$ cat src/rtl/aclk_pkg.sv
// Shared definitions for the time-entry keypad block.
// Holds the special key codes, the FSM state encoding and the number of
// digits that make up a complete HH:MM entry.
package aclk_pkg;

  localparam logic [3:0] KEY_SET   = 4'hA;
  localparam logic [3:0] KEY_CLEAR = 4'hB;

  localparam int unsigned NUM_DIGITS = 4;

  typedef logic [1:0] state_t;

  localparam state_t StIdle  = 2'd0;
  localparam state_t StEntry = 2'd1;
  localparam state_t StLoad  = 2'd2;

endpackage

$ cat src/rtl/aclk_time_entry_if.sv
// Keypad / time-load bus of the alarm-clock time-entry block.
//   key_valid, key_code, one_second       : keypad and 1 Hz tick (to entry block)
//   new_current_time_{ms,ls}_{hr,min}     : entered digits (from entry block)
//   load_new_c, entry_active, entry_error : status strobes (from entry block)
// master = keypad/timebase side, slave = entry block.
interface aclk_time_entry_if;

  logic       key_valid;
  logic [3:0] key_code;
  logic       one_second;
  logic [3:0] new_current_time_ms_hr;
  logic [3:0] new_current_time_ls_hr;
  logic [3:0] new_current_time_ms_min;
  logic [3:0] new_current_time_ls_min;
  logic       load_new_c;
  logic       entry_active;
  logic       entry_error;

  modport master (
    output key_valid, key_code, one_second,
    input  new_current_time_ms_hr, new_current_time_ls_hr,
    input  new_current_time_ms_min, new_current_time_ls_min,
    input  load_new_c, entry_active, entry_error
  );

  modport slave (
    input  key_valid, key_code, one_second,
    output new_current_time_ms_hr, new_current_time_ls_hr,
    output new_current_time_ms_min, new_current_time_ls_min,
    output load_new_c, entry_active, entry_error
  );

endinterface

$ cat src/rtl/aclk_time_valid.sv
// Combinational 24-hour time check on four BCD digits (HH:MM).
//   ms_hr_i, ls_hr_i, ms_min_i, ls_min_i : digits
//   valid_o                              : 1 when 00:00 <= time <= 23:59
module aclk_time_valid (
  input  logic [3:0] ms_hr_i,
  input  logic [3:0] ls_hr_i,
  input  logic [3:0] ms_min_i,
  input  logic [3:0] ls_min_i,
  output logic       valid_o
);

  logic hr_ok;

  always_comb begin
    hr_ok   = (ms_hr_i < 4'd2)  ? (ls_hr_i <= 4'd9) :
              (ms_hr_i == 4'd2) ? (ls_hr_i <= 4'd3) : 1'b0;
    valid_o = hr_ok && (ms_min_i <= 4'd5) && (ls_min_i <= 4'd9);
  end

endmodule

$ cat src/rtl/aclk_time_entry.sv
// Keypad time entry for the alarm clock. Digits shift in from the right;
// SET with four digits forming a valid 24-hour time pulses load_new_c for one
// cycle, otherwise pulses entry_error. Entry aborts silently after
// TIMEOUT_SEC one_second ticks without an accepted key.
//   clk   : system clock
//   reset : asynchronous active-high reset
//   bus   : keypad inputs, entered digits and status strobes (slave side)
module aclk_time_entry
  import aclk_pkg::*;
#(
  parameter int unsigned TIMEOUT_SEC = 10
) (
  input  logic              clk,
  input  logic              reset,
  aclk_time_entry_if.slave  bus
);

  localparam int unsigned TmoW = (TIMEOUT_SEC > 1) ? $clog2(TIMEOUT_SEC) : 1;

  state_t            state_q, state_d;
  logic [15:0]       dig_q, dig_d;   // {ms_hr, ls_hr, ms_min, ls_min}
  logic [2:0]        cnt_q, cnt_d;
  logic [TmoW-1:0]   tmo_q, tmo_d;
  logic              err_q, err_d;
  logic              time_valid;
  logic              is_digit;

  aclk_time_valid u_time_valid (
    .ms_hr_i  (dig_q[15:12]),
    .ls_hr_i  (dig_q[11:8]),
    .ms_min_i (dig_q[7:4]),
    .ls_min_i (dig_q[3:0]),
    .valid_o  (time_valid)
  );

  always_comb begin
    state_d  = state_q;
    dig_d    = dig_q;
    cnt_d    = cnt_q;
    tmo_d    = tmo_q;
    err_d    = 1'b0;
    is_digit = (bus.key_code <= 4'd9);

    case (state_q)
      StIdle: begin
        if (bus.key_valid && is_digit) begin
          dig_d   = {12'h000, bus.key_code};
          cnt_d   = 3'd1;
          tmo_d   = '0;
          state_d = StEntry;
        end
      end
      StEntry: begin
        if (bus.key_valid && is_digit) begin
          dig_d = {dig_q[11:0], bus.key_code};
          if (cnt_q != 3'(NUM_DIGITS)) cnt_d = cnt_q + 3'd1;
          tmo_d = '0;
        end else if (bus.key_valid && bus.key_code == KEY_CLEAR) begin
          dig_d = '0;
          cnt_d = '0;
          tmo_d = '0;
        end else if (bus.key_valid && bus.key_code == KEY_SET) begin
          tmo_d = '0;
          if (cnt_q == 3'(NUM_DIGITS) && time_valid) begin
            state_d = StLoad;
          end else begin
            err_d   = 1'b1;
            dig_d   = '0;
            cnt_d   = '0;
            state_d = StIdle;
          end
        end else if (bus.one_second) begin
          // Codes C-F fall through here, so they never restart the timeout.
          if (tmo_q == TmoW'(TIMEOUT_SEC - 1)) begin
            dig_d   = '0;
            cnt_d   = '0;
            tmo_d   = '0;
            state_d = StIdle;
          end else begin
            tmo_d = tmo_q + TmoW'(1);
          end
        end
      end
      StLoad: begin
        // Digits stay on the outputs until the next entry starts.
        cnt_d   = '0;
        state_d = StIdle;
      end
      default: begin
        state_d = StIdle;
      end
    endcase
  end

  always_ff @(posedge clk or posedge reset) begin
    if (reset) begin
      state_q <= StIdle;
      dig_q   <= '0;
      cnt_q   <= '0;
      tmo_q   <= '0;
      err_q   <= 1'b0;
    end else begin
      state_q <= state_d;
      dig_q   <= dig_d;
      cnt_q   <= cnt_d;
      tmo_q   <= tmo_d;
      err_q   <= err_d;
    end
  end

  assign bus.new_current_time_ms_hr  = dig_q[15:12];
  assign bus.new_current_time_ls_hr  = dig_q[11:8];
  assign bus.new_current_time_ms_min = dig_q[7:4];
  assign bus.new_current_time_ls_min = dig_q[3:0];
  assign bus.load_new_c              = (state_q == StLoad);
  assign bus.entry_active            = (state_q == StEntry);
  assign bus.entry_error             = err_q;

endmodule

$ cat src/flat_wrapper.sv
// flat-port wrapper written by rule: the top's interface ports become plain ports
module aclk_time_entry_flat import aclk_pkg::*;
#(
  parameter int unsigned TIMEOUT_SEC = 10
)
  (clk, reset, bus_key_valid, bus_key_code, bus_one_second, bus_new_current_time_ms_hr, bus_new_current_time_ls_hr, bus_new_current_time_ms_min, bus_new_current_time_ls_min, bus_load_new_c, bus_entry_active, bus_entry_error);
  aclk_time_entry_if bus_i ();
  input  logic clk;
  input  logic reset;
  input wire logic [$bits(bus_i.key_valid)-1:0] bus_key_valid;
  input wire logic [$bits(bus_i.key_code)-1:0] bus_key_code;
  input wire logic [$bits(bus_i.one_second)-1:0] bus_one_second;
  output wire logic [$bits(bus_i.new_current_time_ms_hr)-1:0] bus_new_current_time_ms_hr;
  output wire logic [$bits(bus_i.new_current_time_ls_hr)-1:0] bus_new_current_time_ls_hr;
  output wire logic [$bits(bus_i.new_current_time_ms_min)-1:0] bus_new_current_time_ms_min;
  output wire logic [$bits(bus_i.new_current_time_ls_min)-1:0] bus_new_current_time_ls_min;
  output wire logic [$bits(bus_i.load_new_c)-1:0] bus_load_new_c;
  output wire logic [$bits(bus_i.entry_active)-1:0] bus_entry_active;
  output wire logic [$bits(bus_i.entry_error)-1:0] bus_entry_error;
  assign bus_i.key_valid = bus_key_valid;
  assign bus_i.key_code = bus_key_code;
  assign bus_i.one_second = bus_one_second;
  assign bus_new_current_time_ms_hr = bus_i.new_current_time_ms_hr;
  assign bus_new_current_time_ls_hr = bus_i.new_current_time_ls_hr;
  assign bus_new_current_time_ms_min = bus_i.new_current_time_ms_min;
  assign bus_new_current_time_ls_min = bus_i.new_current_time_ls_min;
  assign bus_load_new_c = bus_i.load_new_c;
  assign bus_entry_active = bus_i.entry_active;
  assign bus_entry_error = bus_i.entry_error;
  aclk_time_entry #(.TIMEOUT_SEC(TIMEOUT_SEC)) u_core (.clk(clk), .reset(reset), .bus(bus_i));
endmodule
$ cat config.mk
export PLATFORM = sky130hd
export DESIGN_NAME = aclk_time_entry_flat
export DESIGN_NICKNAME = d
export VERILOG_FILES = /design/src/rtl/aclk_pkg.sv /design/src/rtl/aclk_time_entry_if.sv /design/src/rtl/aclk_time_valid.sv /design/src/rtl/aclk_time_entry.sv /design/src/flat_wrapper.sv
export SDC_FILE = /design/constraint.sdc
export NUM_CORES = 1
export LEC_CHECK = 0
export CAP_MARGIN = 20
export CORE_MARGIN = 8
export CORE_UTILIZATION = 25
export DETAILED_ROUTE_END_ITERATION = 12
export GPL_TIMING_DRIVEN = 0
export PLACE_DENSITY = 0.43
export SYNTH_ARGS = -nofsm -noshare
export SYNTH_HDL_FRONTEND = slang
export SYNTH_SLANG_ARGS = --single-unit
$ cat constraint.sdc
create_clock -name clk -period 2.1 [get_ports clk]
set_input_delay 0.63 -clock clk [delete_from_list [all_inputs] [get_ports clk]]
set_output_delay 0.63 -clock clk [all_outputs]
set_load 0.005 [all_outputs]
After elaboration in Yosys (flattened, before gate mapping)
Index checks and enable logic that the tools add are counted.
{"block": "word_totals", "regBits": 26, "out_inout_bits": 19, "word_cells": 82}
{"block": "classes", "add_sub_neg": 2, "order_cmp": 6, "n_eq_ne": 17, "mux": 39, "n_reduce_logical": 13}
{"cell": "$mux 16", "count": 7}
{"cell": "$pmux 16 s2", "count": 1}
{"cell": "$mux 3", "count": 8}
{"cell": "$mux 4", "count": 6}
{"cell": "$mux 2", "count": 7}
{"cell": "$eq 4x4->1 const B", "count": 3}
{"cell": "$le 4x4->1 const B", "count": 3}
{"cell": "$reduce_and 5->1", "count": 2}
{"cell": "$pmux 3 s3", "count": 1}
{"cell": "$pmux 4 s2", "count": 1}
{"cell": "$mux 1", "count": 7}
{"cell": "$logic_and 1x1->1", "count": 6}
{"cell": "$ne 3x3->1 const B", "count": 2}
{"cell": "$reduce_and 6->1", "count": 1}
{"cell": "$ne 5x1->1 const B", "count": 1}
{"cell": "$ne 5x2->1 const B", "count": 1}
{"cell": "$ne 5x3->1 const B", "count": 1}
{"cell": "$add 4x1->4 const B", "count": 1}
{"cell": "$eq 4x2->1 const B", "count": 1}
{"cell": "$le 4x2->1 const B", "count": 1}
{"cell": "$le 4x3->1 const B", "count": 1}
{"cell": "$lt 4x2->1 const B", "count": 1}
{"cell": "$ne 2x2->1 const B", "count": 2}
{"cell": "$pmux 2 s2", "count": 1}
{"cell": "11 further kinds", "count": 11}

Longest topological paths before layout
Gate-level depths: netlist of the first run.
{"block": "logic_depth", "word_depth": 11, "depth_mapped": 9, "depth_no_buf": 7}

Cells and area by module
A second synthesis of the first run with hierarchy kept.
{"block": "hier_totals", "hier_cells": 128, "area_unflattened_um2": 1343.8}
{"module": "aclk_time_entry", "n_inst": 1, "cells_per_inst": 123, "area_each_um2": 1302.5, "seq_area_each_um2": 650.6}
{"module": "aclk_time_valid", "n_inst": 1, "cells_per_inst": 5, "area_each_um2": 41.3, "seq_area_each_um2": 0.0}

Least setup slack after synthesis of the first run
OpenSTA, ideal clock, no wires.
{"block": "synth_timing", "kind": "input-to-reg", "start": "input bus_key_code[2]", "end": "register u_core.dig_q[1]", "setup_ns": 0.079, "t_arrival_ns": 1.907, "setup_slack_ns": 0.114, "path_stages": 7, "n_path_buf": 2, "path_cell_list": "and4b_4 > nand3b_4 > nor4_4 > nand2b_1 > buf_6 > buf_12 > mux2i_1"}
{"block": "synth_via", "elab_chain_cells": 6, "elab_cells_between_ends": 15, "cone_classes": "order compare (1); eq/ne (6); mux (4); reduce/logical (4)"}
{"item": "start: declaration", "line_no": "flat_wrapper.sv:11", "source": "input wire logic [$bits(bus_i.key_code)-1:0] bus_key_code;"}
{"item": "parallel branches: the longest is 6 deep, another holds $le 4x4->1"}
{"item": "end signal: assignment", "line_no": "aclk_time_entry.sv:104", "source": "dig_q <= dig_d;"}
{"item": "end: declaration", "line_no": "aclk_time_entry.sv:21", "source": "logic [15:0] dig_q, dig_d;"}
Several ways; the timed one is not identified.
A chain may end at the register's enable or synchronous reset.

Worst setup path in the final report of the first run
{"block": "layout_timing", "start": "input bus_key_code[3]", "end": "register u_core.cnt_q[2]"}
{"block": "layout_via", "elab_chain_cells": 6, "elab_cells_between_ends": 16, "cone_classes": "order compare (1); eq/ne (7); mux (4); reduce/logical (4)"}
{"item": "parallel branches: the longest is 6 deep, another holds $le 4x4->1"}
{"item": "end signal: assignment", "line_no": "aclk_time_entry.sv:105", "source": "cnt_q <= cnt_d;"}
{"item": "end: declaration", "line_no": "aclk_time_entry.sv:22", "source": "logic [2:0] cnt_q, cnt_d;"}
Several ways; the timed one is not identified.

==> results of run 1 <==
## cell usage after synthesis (all sizes together), types with 3 or more instances
cell type,count,share of area (%)
a22o,12,7.9
and3,4,1.9
buf,3,2.7
dfrtp,26,46
ha,8,7.0
inv,10,2.6
mux2i,3,2.1
nand2,13,3.4
nor2,5,1.3
nor3,3,1.1
o21ai,6,2.1
## layout make-up
type / instances / area [sq um] / share of cell area, %
Multi-Input combinational cell: 87 / 706 / 36.9
Sequential cell: 26 / 651 / 34.0
Timing Repair Buffer: 31 / 312 / 16.3
Tap cell: 72 / 90.1 / 4.71
Buffer: 5 / 47.5 / 2.48
Clock buffer: 3 / 41.3 / 2.16
Inverter: 10 / 37.5 / 1.96
Clock inverter: 1 / 30.0 / 1.57
## registers in the layout, summed over array words and instances, names as in the netlist
name                    cells
u_core.bus.entry_error      1
u_core.cnt_q                3
u_core.dig_q               16
u_core.state_q              2
u_core.tmo_q                4
## worst paths after layout
check	start	end	slack, ns	depth (start not counted)
worst min register to register	u_core.dig_q[14]$_DFFE_PP0P_	u_core.dig_q[14]$_DFFE_PP0P_	0.54	1
max in group asynchronous	reset	u_core.dig_q[1]$_DFFE_PP0P_	1.03	3
min in group asynchronous	reset	u_core.dig_q[7]$_DFFE_PP0P_	0.64	2
worst max-delay path	bus_key_code[3]	u_core.cnt_q[2]$_DFFE_PP0P_	0.07	6
worst min-delay path	u_core.dig_q[14]$_DFFE_PP0P_	u_core.dig_q[14]$_DFFE_PP0P_	0.54	1
worst max register to register	u_core.state_q[0]$_DFFE_PP0P_	u_core.cnt_q[2]$_DFFE_PP0P_	0.10	6
## kinds of logic (layout without fill, tap and decap cells)
logic type,count (synthesis),in the layout,synth area share (%)
AND/OR/NAND/NOR,39,39,16.9
buffers and inverters,16,50,6.78
flip-flops,26,26,45.8
multiplexers,5,5,3.70
XOR/XNOR,2,2,1.23
adder cells (fa/ha/maj),8,8,7.05
AO/OA/AOI/OAI,33,33,18.5
## critical path: cells and delay by family
family | cells | cell delay [ns]
AOI/OAI and AO/OA | 2 | 0.59
buffers and inverters | 1 | 0.24
and+or+nand+nor | 3 | 0.73
## per-stage QoR
step / setup TNS [ns] / total power [uW] / hold WS, ns
after floorplan: 0 / 1380 / 0.490
after global placement: -10.66 / 1850 / 0.509
after detailed placement: -10.51 / 1870 / 0.519
after CTS: -0.00110 / 2310 / 0.542
after global routing: 0 / 2490 / 0.548
final: 0 / 2300 / 0.538
## repair_timing
item	4_1_cts	5_1_grt
hold endpoints to repair	0	0
gates resized for setup	9	14
pin swaps	4	4
endpoints found under the setup margin	21	21
setup buffers	2	2
## routing by layer
metal	vias to the layer above	GRT usage, %
li1	536	-
met1	542	10.3
met2	19	13.8
met3	2	2.63
met4	0	2.05
met5	-	0
## power breakdown
group          total [uW]  internal (uW)  switching, uW
logic                1000            578            426
clock network         418            255            163
registers             879            684            195
total                2300           1520            784
==> metrics.json, run 1 <==
{
  "cts": {
    "cts-hold-fix-buffers": 0,
    "cts_htree_levels": 1,
    "clock-root-buffer": "sky130_fd_sc_hd__clkbuf_8",
    "clk_pin_slew_worst_paths_ns": 0.09,
    "tritoncts": "yes",
    "cts.path.max_buffers": 2,
    "tritoncts.num_buffers": 3,
    "clk-insertion-delay-late_ns": 0.27,
    "cts.sink_count": 26
  },
  "route": {
    "detail_route.first_pass.iterations": 4,
    "vias": 1099,
    "highest-signal-layer": "met4",
    "route.met3.wl_um": 149,
    "viasPerCell": 4.68,
    "per_cell_routed_wire_length_um": 14.2,
    "drtIter0Drc": 38,
    "routed_wirelength_um": 3340,
    "drcViolationCount": 0,
    "antenna_violating_nets_post_route": 0,
    "routed_length_on_met2_um": 1600,
    "drt-met1-wl_um": 1560
  },
  "setup_path": {
    "crit_path_cell_trace": "clkdlybuf4s15_1 > nand4b_1 > a221o_1 > nor3b_4 > or3_4 > o22a_1",
    "worst_path_largest_cell_delay_ns": 0.41,
    "cpMaxStageDelayCell": "sky130_fd_sc_hd__or3_4",
    "setup.worst_path.class": "input pin to flop",
    "worst_ep_arrival_time_ns": 2.20,
    "critical_path_required_ns": 2.27,
    "endpoint_kind": "flop",
    "crit_path_max_fanout": 4,
    "launching_element_type_of_the_critical_path": "input pin"
  },
  "timing": {
    "setup_viol": 0,
    "max_slew_margin_pct": 73.1,
    "fin_ws_ns": 0.0654,
    "clock-skew-final_ns": 0.00234,
    "period_utilization_pct": 96.9,
    "final-max-slew-violation-count": 0,
    "final_hold_viol_count": 0,
    "finalCriticalPeriod_ns": 2.03,
    "tightestPinTransition_ns": 0.403,
    "setup_repair_after_global_routing_missed_its_margin": "false",
    "fmax_mhz": 491
  },
  "finish": {
    "fin_nets": 180,
    "design_area_sq_mm": 0.00191,
    "post_layout_nonfiller_instances": 235,
    "syn2layout_area_growth_pct": 34.8,
    "antenna_cells": 0,
    "layout.cells.most_common": "sky130_fd_sc_hd__dfrtp_1",
    "final_cell_mix": "sky130_fd_sc_hd__dfrtp_1, sky130_fd_sc_hd__clkdlybuf4s50_1, sky130_fd_sc_hd__nand2_1",
    "drive_above_1_share_pct": 22.1,
    "nFillCells": 566,
    "final_core_util_pct": 34.8
  },
  "synth": {
    "postSynthAreaPerCell_sq_um": 11.0,
    "seq_area_frac_synth_pct": 45.8,
    "yosys_most_used_dff": "sky130_fd_sc_hd__dfrtp_1",
    "synth.cell_area_sq_mm": 0.00142,
    "synth.ff_latch_count": 26,
    "yosys_warnings": 0,
    "syn-instance-count": 129,
    "synth_async_sr_flop_share_pct": 100,
    "postSynthNetCount": 145,
    "synth-edff-count": 0,
    "ys_types": 42
  },
  "global_route": {
    "global_route.overflow_total": 0,
    "antenna_found_initial": 0,
    "grt_start_max_net_pins": 27,
    "wire_length_of_the_first_global_routing_pass_um": 5700,
    "vias_in_the_first_global_route": 1095,
    "grtUsageTotal_pct": 8.34
  },
  "pwr": {
    "vdd_drop_max_mv": 0.431,
    "static_leak_uw": 0.000922,
    "cellPowerDensity_mw_per_mm2": 1200
  },
  "place": {
    "place_area_sq_mm": 0.00177,
    "placed_cells_incl_taps": 227,
    "gpl.final_weighted_congestion": 0.776,
    "dp_hpwl_um": 2520,
    "port_buffers": 26,
    "place_ws_ns": -0.583
  },
  "hold_path": {
    "holdCritPathClass": "flop to flop"
  },
  "run_status": {
    "status": "finished, final reports clean"
  },
  "floorplanning": {
    "floorplan.initialDensity_pct": 25.8,
    "std_cell_rows": 27,
    "chipWidth_um": 91.4,
    "core-area_sq_mm": 0.00551,
    "die-area_sq_mm": 0.00835,
    "ioPinCount": 27,
    "dieHeight_um": 91.4
  },
  "run": {
    "cap_viol_max_count": 0
  }
}
Power figures use the tool's default switching activity.
==> run 2, diff against run 1 <==
--- a/config.mk
+++ b/config.mk
@@ -9,8 +9,10 @@
 export CORE_MARGIN = 8
 export CORE_UTILIZATION = 25
 export DETAILED_ROUTE_END_ITERATION = 12
+export DONT_BUFFER_PORTS = 1
 export GPL_TIMING_DRIVEN = 0
-export PLACE_DENSITY = 0.43
+export PLACE_DENSITY = 0.37
+export SETUP_SLACK_MARGIN = 0.1
 export SYNTH_ARGS = -nofsm -noshare
 export SYNTH_HDL_FRONTEND = slang
 export SYNTH_SLANG_ARGS = --single-unit
==> run 2 against run 1 <==
Against the previous run:
- count of clock-buffer cells in the layout is the same
- combinational power fell by 22%
- critical path depth increased by 1
==> metrics.json, run 2 (synthesis gave the netlist of run 1 again) <==
{
  "floorplanning": {
    "dieHeight": {"value": 91.4, "unit": "um", "change": "unchanged"},
    "std_cell_rows": {"value": 27, "change": "unchanged"},
    "core-area": {"value": 0.00551, "unit": "sq mm", "change": "unchanged"},
    "chipWidth": {"value": 91.4, "unit": "um", "change": "unchanged"},
    "ioPinCount": {"value": 27, "change": "unchanged"},
    "die-area": {"value": 0.00835, "unit": "sq mm", "change": "unchanged"},
    "floorplan.initialDensity": {"value": 25.8, "unit": "%", "change": "unchanged"}
  },
  "place": {
    "gpl.final_weighted_congestion": {"value": 0.805, "change": "+3.8%"},
    "port_buffers": {"value": 0, "change": "-100%"},
    "place_ws": {"value": -0.0705, "unit": "ns", "change": "+0.512 ns"},
    "dp_hpwl": {"value": 2510, "unit": "um", "change": "-0.24%"}
  },
  "timing": {
    "tightestPinTransition": {"value": 0.480, "unit": "ns", "change": "+0.0778 ns"},
    "fin_ws": {"value": 0.133, "unit": "ns", "change": "+0.0681 ns"},
    "final_hold_viol_count": {"value": 0, "change": "unchanged"},
    "setup_repair_after_global_routing_missed_its_margin": "true",
    "max_slew_margin": {"value": 67.9, "unit": "%", "change": "-5.2 points"},
    "period_utilization": {"value": 93.6, "unit": "%", "change": "-3.2 points"},
    "clock-skew-final": {"value": 0.00626, "unit": "ns", "change": "+0.00392 ns"},
    "finalCriticalPeriod": {"value": 1.97, "unit": "ns", "change": "-0.0681 ns"},
    "setup_viol": {"value": 0, "change": "unchanged"},
    "fmax": {"value": 509, "unit": "MHz", "change": "+3.5%"},
    "final-max-slew-violation-count": {"value": 0, "change": "unchanged"}
  },
  "pwr": {
    "static_leak": {"value": 0.000855, "unit": "uW", "change": "-7.3%"},
    "sequential_share_of_power": {"value": 42.9, "unit": "%", "change": "+4.7 points"},
    "power.share.combinational": {"value": 37.0, "unit": "%", "change": "-6.6 points"},
    "switchingPower": {"value": 779, "unit": "uW", "change": "-0.64%"},
    "internal_power": {"value": 1350, "unit": "uW", "change": "-11%"},
    "vdd_drop_max": {"value": 0.415, "unit": "mV", "change": "-3.7%"},
    "sw_frac_of_total": {"value": 36.7, "unit": "%", "change": "+2.6 points"},
    "cellPowerDensity": {"value": 1220, "unit": "mW/mm^2", "change": "+1.8%"},
    "p_clk_share": {"value": 20.1, "unit": "%", "change": "+2.0 points"},
    "post-layout-total-power": {"value": 2130, "unit": "uW", "change": "-7.6%"}
  },
  "setup_path": {
    "reg2reg_setup_slack": {"value": 0.13, "unit": "ns", "change": "+0.03 ns"},
    "rr_startpoint": "u_core.state_q[0]$_DFFE_PP0P_",
    "crit_path_max_fanout": {"value": 8, "change": "+4"},
    "regToRegEndpoint": "u_core.cnt_q[2]$_DFFE_PP0P_",
    "crit_path_cell_trace": "inv_1 > ha_1 > clkbuf_2 > a221o_1 > nor3b_4 > or3_4 > o22a_1",
    "endpoint_kind": "flop",
    "reg2reg_depth": {"value": 7, "change": "+1"},
    "worst_path_largest_cell_delay": {"value": 0.39, "unit": "ns", "change": "-0.02 ns"},
    "crit_buf_inv": {"value": 2, "change": "+1"},
    "setup.worst_path.class": "flop to flop",
    "critical_path_required": {"value": 2.27, "unit": "ns", "change": "about the same"},
    "worst_ep_arrival_time": {"value": 2.14, "unit": "ns", "change": "-0.06 ns"},
    "launching_element_type_of_the_critical_path": "flop",
    "cpLargestDelayFamily": "simple AND/OR/NAND/NOR gates",
    "cpMaxStageDelayCell": "sky130_fd_sc_hd__or3_4"
  },
  "cts": {
    "tritoncts.num_buffers": {"value": 3, "change": "unchanged"},
    "clk-insertion-delay-late": {"value": 0.27, "unit": "ns", "change": "about the same"},
    "cts.sink_count": {"value": 26, "change": "unchanged"},
    "clk_pin_slew_worst_paths": {"value": 0.10, "unit": "ns", "change": "about the same"},
    "cts.path.max_buffers": {"value": 2, "change": "unchanged"},
    "cts-hold-fix-buffers": {"value": 0, "change": "unchanged"},
    "clock-root-buffer": "sky130_fd_sc_hd__clkbuf_8",
    "cts_htree_levels": {"value": 1, "change": "unchanged"},
    "tritoncts": "yes"
  },
  "finish": {
    "drive_above_1_share": {"value": 27.8, "unit": "%", "change": "+5.7 points"},
    "regMostFlops": "u_core.dig_q",
    "syn2layout_area_growth_pct": 22.3,
    "final_cell_mix": "sky130_fd_sc_hd__dfrtp_1, sky130_fd_sc_hd__nand2_1, sky130_fd_sc_hd__buf_4",
    "nFillCells": {"value": 562, "change": "-0.71%"},
    "largest_register_ff_count": {"value": 16, "change": "unchanged"},
    "final_core_util": {"value": 31.5, "unit": "%", "change": "-3.2 points"},
    "antenna_cells": {"value": 0, "change": "unchanged"},
    "fin_nets": {"value": 161, "change": "-11%"},
    "reg_top3": "u_core.dig_q (16), u_core.tmo_q (4), u_core.cnt_q (3)",
    "layout.cells.most_common": "sky130_fd_sc_hd__dfrtp_1"
  },
  "route": {
    "drcViolationCount": {"value": 0, "change": "unchanged"},
    "viasPerCell": {"value": 4.78, "change": "+2.3%"},
    "per_cell_routed_wire_length": {"value": 15.8, "unit": "um", "change": "+11%"},
    "routed_wirelength": {"value": 3410, "unit": "um", "change": "+2.1%"},
    "vias": {"value": 1033, "change": "-6.0%"},
    "drtIter0Drc": {"value": 50, "change": "+32%"},
    "antenna_violating_nets_post_route": {"value": 0, "change": "unchanged"},
    "detail_route.first_pass.iterations": {"value": 4, "change": "unchanged"}
  },
  "global_route": {
    "antenna_found_initial": {"value": 0, "change": "unchanged"},
    "grt_start_max_net_pins": {"value": 27, "change": "unchanged"},
    "vias_in_the_first_global_route": {"value": 1067, "change": "-2.6%"},
    "grtUsageTotal": {"value": 8.25, "unit": "%", "change": "-0.087 points"},
    "global_route.overflow_total": {"value": 0, "change": "unchanged"},
    "wire_length_of_the_first_global_routing_pass": {"value": 5610, "unit": "um", "change": "-1.6%"}
  },
  "run": {
    "cap_viol_max_count": {"value": 0, "change": "unchanged"}
  },
  "run_status": {
    "status": "finished, final reports clean"
  },
  "hold_path": {
    "holdCritPathClass": "input pin to async pin"
  }
}
## run 2: changes by cell type in the layout (fill, tap and decap cells not counted), moves of 2 or more
cell / change
sky130_fd_sc_hd__buf_4: +6
sky130_fd_sc_hd__clkdlybuf4s50_1: -19
sky130_fd_sc_hd__inv_1: +2
sky130_fd_sc_hd__clkdlybuf4s15_1: -2
sky130_fd_sc_hd__inv_2: -2
sky130_fd_sc_hd__clkbuf_2: -2
## run 2: worst reg2reg max path, cell delays in order, from the launching register on
cell and delay [ns]:
sky130_fd_sc_hd__dfrtp_1 0.36, sky130_fd_sc_hd__inv_1 0.06, sky130_fd_sc_hd__ha_1 0.18, sky130_fd_sc_hd__clkbuf_2 0.16, sky130_fd_sc_hd__a221o_1 0.32, sky130_fd_sc_hd__nor3b_4 0.17, sky130_fd_sc_hd__or3_4 0.39, sky130_fd_sc_hd__o22a_1 0.22
## run 2: layout make-up
| cell class | instances | area (sq um) | area share, % |
|---|---|---|---|
| Buffer | 5 | 60.1 | 3.46 |
| Sequential cell | 26 | 651 | 37.5 |
| Clock inverter | 1 | 30.0 | 1.73 |
| Multi-Input combinational cell | 87 | 717 | 41.3 |
| Tap cell | 72 | 90.1 | 5.19 |
| Timing Repair Buffer | 12 | 110 | 6.34 |
| Clock buffer | 3 | 41.3 | 2.38 |
| Inverter | 10 | 37.5 | 2.16 |
## run 2: stage by stage
step                      instance area, sq um  hold slack, ns  std cells  setup TNS (ns)
after floorplan                           1420           0.490        129               0
after global placement                    1510           0.514        201          -0.151
after detailed placement                  1510           0.531        201          -0.186
after CTS                                 1630           0.476        211               0
after global routing                      1740           0.266        216               0
final                                     1740           0.246        216               0
## run 2: layer usage
layer	track usage, %	routed length [um]
met1	9.43	1480
met4	2.32	55
met5	0	0
met2	13.6	1620
met3	3.70	256
## run 2: repair_timing
item | CTS | global route
pin swaps | 2 | 3
setup endpoints to repair | 17 | 18
buffers inserted | 6 | 5
resized for setup | 2 | 8
gates cloned | 0 | 0
## run 2: power groups by stage
stage	Clock [uW]	Combinational, uW	Sequential [uW]
floorplan	0	531	852
global placement	0	631	934
detailed placement	0	643	939
CTS	433	685	927
global route	453	877	951
finish	428	785	912
## run 2: worst max-delay path by stage
stage	to	start	depth (start not counted)
after global routing	u_core.cnt_q[2]$_DFFE_PP0P_	u_core.tmo_q[1]$_DFFE_PP0P_	7
after global placement	u_core.dig_q[3]$_DFFE_PP0P_	bus_key_code[2]	7
after CTS	u_core.cnt_q[2]$_DFFE_PP0P_	u_core.state_q[0]$_DFFE_PP0P_	7
after floorplan	u_core.dig_q[1]$_DFFE_PP0P_	bus_key_code[2]	7
final	u_core.cnt_q[2]$_DFFE_PP0P_	u_core.state_q[0]$_DFFE_PP0P_	7
after detailed placement	u_core.dig_q[3]$_DFFE_PP0P_	bus_key_code[2]	7
